<file path="src/rtl/serial_subtractor.sv">
// Bit-serial two's-complement subtractor (diff = a - b), LSB first, one bit per clock.
// A single full-subtractor cell and a borrow flop drive the datapath. Start/busy/done handshake.
module serial_subtractor #(
  parameter int WIDTH = 8
) (
  input  logic             clk,
  input  logic             rst,
  input  logic             start,
  input  logic [WIDTH-1:0] a,
  input  logic [WIDTH-1:0] b,
  output logic             busy,
  output logic             done,
  output logic [WIDTH-1:0] diff,
  output logic             borrow_out,
  output logic             ovf
);

  localparam int CW = $clog2(WIDTH);

  typedef enum logic [1:0] {IDLE, RUN, DONE} state_t;

  state_t           state, state_nxt;
  logic [WIDTH-1:0] sa, sb;
  logic             borrow;
  logic [CW-1:0]    cnt;
  logic             ai, bi, d, bout, last;

  assign ai   = sa[0];
  assign bi   = sb[0];
  assign d    = ai ^ bi ^ borrow;
  assign bout = (~ai & bi) | (~(ai ^ bi) & borrow);
  assign last = (cnt == CW'(WIDTH - 1));

  always_ff @(posedge clk) begin
    if (rst) state <= IDLE;
    else     state <= state_nxt;
  end

  always_comb begin
    state_nxt = state;
    busy      = 1'b0;
    done      = 1'b0;
    unique case (state)
      IDLE: if (start) state_nxt = RUN;
      RUN: begin
        busy = 1'b1;
        if (last) state_nxt = DONE;
      end
      DONE: begin
        busy      = 1'b1;
        done      = 1'b1;
        state_nxt = IDLE;
      end
      default: state_nxt = IDLE;
    endcase
  end

  // Result flags are only latched on the final bit, so they hold until the next run ends.
  always_ff @(posedge clk) begin
    if (rst) begin
      sa         <= '0;
      sb         <= '0;
      borrow     <= 1'b0;
      cnt        <= '0;
      diff       <= '0;
      borrow_out <= 1'b0;
      ovf        <= 1'b0;
    end else begin
      case (state)
        IDLE: begin
          if (start) begin
            sa     <= a;
            sb     <= b;
            borrow <= 1'b0;
            cnt    <= '0;
          end
        end
        RUN: begin
          diff   <= {d, diff[WIDTH-1:1]};
          sa     <= {1'b0, sa[WIDTH-1:1]};
          sb     <= {1'b0, sb[WIDTH-1:1]};
          borrow <= bout;
          cnt    <= cnt + CW'(1);
          if (last) begin
            borrow_out <= bout;
            ovf        <= borrow ^ bout;
          end
        end
        default: ;
      endcase
    end
  end

endmodule
</file>
<file path="config.mk">
export PLATFORM = sky130hd
export DESIGN_NAME = serial_subtractor
export DESIGN_NICKNAME = d
export VERILOG_FILES = /design/src/rtl/serial_subtractor.sv
export SDC_FILE = /design/constraint.sdc
export NUM_CORES = 1
export LEC_CHECK = 0
export CORE_ASPECT_RATIO = 1.25
export CORE_MARGIN = 10
export CORE_UTILIZATION = 25
export CTS_CLUSTER_SIZE = 40
export DETAILED_ROUTE_END_ITERATION = 10
export PLACE_DENSITY_LB_ADDON = 0.2
export SYNTH_ARGS = -nofsm -noshare
export SYNTH_HDL_FRONTEND = slang
export SYNTH_SLANG_ARGS = --single-unit
</file>
<file path="constraint.sdc">
create_clock -name clk -period 1.8 [get_ports clk]
set_clock_uncertainty 0.15 [all_clocks]
set_input_delay 0.18 -clock clk [delete_from_list [all_inputs] [get_ports clk]]
set_output_delay 0.18 -clock clk [all_outputs]
set_load 0.01 [all_outputs]
</file>
==> impl_metrics.tcl <==
set metrics [dict create \
    drtPass1Iterations 4 \
    rsz0062_at_grt "false" \
    postCtsHoldBufs 0 \
    syn-instance-count 143 \
    critPathBufInv 2 \
    netlist_top_cells_area "dfxtp_1 43%, mux2i_1 15%, a211oi_2 12%" \
    path_class "reg2out" \
    remaining_drc_errors 0 \
    worst-r2r-cell-count 5 \
    cts_tree "built" \
    synth_edf_count 0 \
    min_period_ps 1730 \
    wl_um 3460 \
    gp_congestion 0.765 \
    seq_area_frac_synth 0.429 \
    leakagePower_nw 0.728 \
    whs_path_depth 2 \
    worstPathCellList "inv_1, ha_1, clkdlybuf4s50_1" \
    netlist.area_leader.share 0.429 \
    drive_above_1_share 0.165 \
    clock_sinks 32 \
    vias_per_cell 4.64 \
    die_y_um 106 \
    crit_cells 3 \
    hold_violations 0 \
    diodes 0 \
    track_usage 0.0725 \
    ir_worst_vdd_v 0.000331 \
    numPortBuffers 30 \
    ios 31 \
    clk_latency_ps 280 \
    vias 1124 \
    place_area_um2 1840 \
    htreeDepth 2 \
    min_period_over_period 0.963 \
    setup_viol 0 \
    clock.fmax_mhz 577 \
    cpPeakStageDelay_ps 480 \
    yosys.area_share.simple 0.110 \
    cp-end-kind "output port" \
    hp-class "reg2reg" \
    numCtsBuffers 5 \
    clkSlewWorstSetupHoldPaths_ps 70 \
    synth-compound-area-share 0.169 \
    tns_ps 0 \
    cpLargestDelayFamily "buffers and inverters" \
    critPathSlowestCell "clkdlybuf4s50_1" \
    die-width_um 89.1 \
    root_buffer "clkbuf_8" \
    grt_pass1_wl_um 5450 \
    drt_iter0_drc 66 \
    rows 31 \
    synth_mux_area_frac 0.164 \
    synth_top_family_by_area "compound AO/OA/AOI/OAI gates" \
    yosys.cell_types.count 24 \
    ys.flop_type "dfxtp_1" \
    design.core.area_um2 5820 \
    yosysTopAreaCell "dfxtp_1" \
    fin_nets 200 \
    yosys.area_share.adder 0.0553 \
    detail-route-antenna-nets 0 \
    slew_viol_final 0 \
    finalNonFillerCells 242 \
    crit_required_ps 1470 \
    syn_to_final_growth_pct 30.6 \
    antenna_found_initial 0 \
    grt_max_degree 33 \
    clockBufferDepth 2 \
    drv_cap 0 \
    initial_utilization 0.257 \
    yosys_register_bits 32 \
    syn-num-nets 168 \
    arrival_ps 1400 \
    grt-ovfl-total 0 \
    slew_headroom 0.811 \
    grt_pass1_vias 1127 \
    netlist_top_cells_count "32 x dfxtp_1, 25 x nor2_1, 23 x mux2i_1" \
    startpoint_type "flop" \
    dp_cells 233 \
    synth_most_common_cell "dfxtp_1" \
    routedWlPerCell_um 14.3 \
    hpwl_um 2330 \
    synth_area_um2 1490 \
    powerDensity_nw_per_um2 863 \
    syn_area_per_cell_um2 10.4 \
    final_cell_area_um2 1950 \
    crit_fanout 3 \
    synth_warnings 0 \
    synth_xor_area_frac 0.00586 \
    die-area_um2 9490 \
    worst_pin_slew_ps 283 \
    power.total_w 0.00168 \
    async_reset_ff_frac 0 \
    outcome "finished clean" \
]
==> cell families (layout without fill, tap and decap cells) <==
family	Yosys count	after routing
compound gates	26	26
simple gates	38	38
flops	32	32
buf+inv	16	48
mux	24	25
xor+xnor	1	1
fa+ha+maj	6	6
==> path summary, 6_finish.rpt <==
kind	startpoint	to	slack, ps
min reg2reg	sa[7]$_SDFFE_PP0P_	sa[7]$_SDFFE_PP0P_	310
max reg2reg	state[0]$_SDFFE_PP0P_	sb[1]$_SDFFE_PP0P_	120
min	sa[7]$_SDFFE_PP0P_	sa[7]$_SDFFE_PP0P_	310
max	state[0]$_SDFFE_PP0P_	done	70
==> routing by layer <==
metal / share of wire / global-route usage / vias up
met4: 0.014 / 0.0308 / 0
met2: 0.46 / 0.107 / 27
li1: - / - / 565
met1: 0.44 / 0.0841 / 527
met3: 0.085 / 0.0397 / 5
met5: 0 / 0 / -
==> through the flow <==
stage / setup slack, ps / util / hold slack [ps]
2_1_floorplan: 241 / - / 108
3_3_place_gp: 180 / 0.317 / 295
3_5_place_dp: 77.4 / 0.317 / 308
4_1_cts: 47.3 / 0.333 / 317
5_1_grt: 8.59 / 0.335 / 345
6_report: 66.5 / 0.335 / 310
==> sequential cells by signal, indices dropped and copies added (netlist names) <==
register,cells
ovf,1
sa,8
state,2
cnt,3
borrow_out,1
diff,8
borrow,1
sb,8
==> final cells by class <==
class / count / area [um2]
Multi-Input combinational cell: 96 / 771
Timing Repair Buffer: 34 / 342
Fill cell: 593 / 3870
Clock buffer: 6 / 82.6
Sequential cell: 32 / 641
Inverter: 6 / 22.5
Tap cell: 66 / 82.6
Clock inverter: 2 / 10.0
==> cell usage in the layout, fill, tap and decap left out, drive strengths merged, types with 3 or more instances in the layout <==
cell           synthesis  final
ha                     5      5
dfxtp                 32     32
inv                    6      6
buf                    9      4
clkdlybuf4s50          0     29
a211oi                15     15
nand3b                 3      3
clkbuf                 1      6
a32oi                  3      3
nand2                  5      5
mux2i                 23     23
nor2                  25     25
a21oi                  7      7
==> what timing repair did <==
| item | in CTS | in global routing |
|---|---|---|
| buffers inserted | 0 | 0 |
| cloned | 0 | 1 |
| gates resized for setup | 1 | 1 |
| pin swaps | 0 | 0 |
| setup endpoints to repair | 1 | 11 |
==> power breakdown <==
part	leakage, nW	internal [W]	total [W]	switching (W)
Clock	0.0510	0.000305	0.000565	0.000261
Sequential	0.262	0.000756	0.000783	0.0000264
Combinational	0.415	0.000162	0.000335	0.000173
==> tightest hold or removal path: cells and delay by family, from the launching register on <==
kind / cells / cell delay [ps]
simple gates: 1 / 50
compound gates: 1 / 50
flops: 1 / 320
Power figures use the tool's default switching activity.
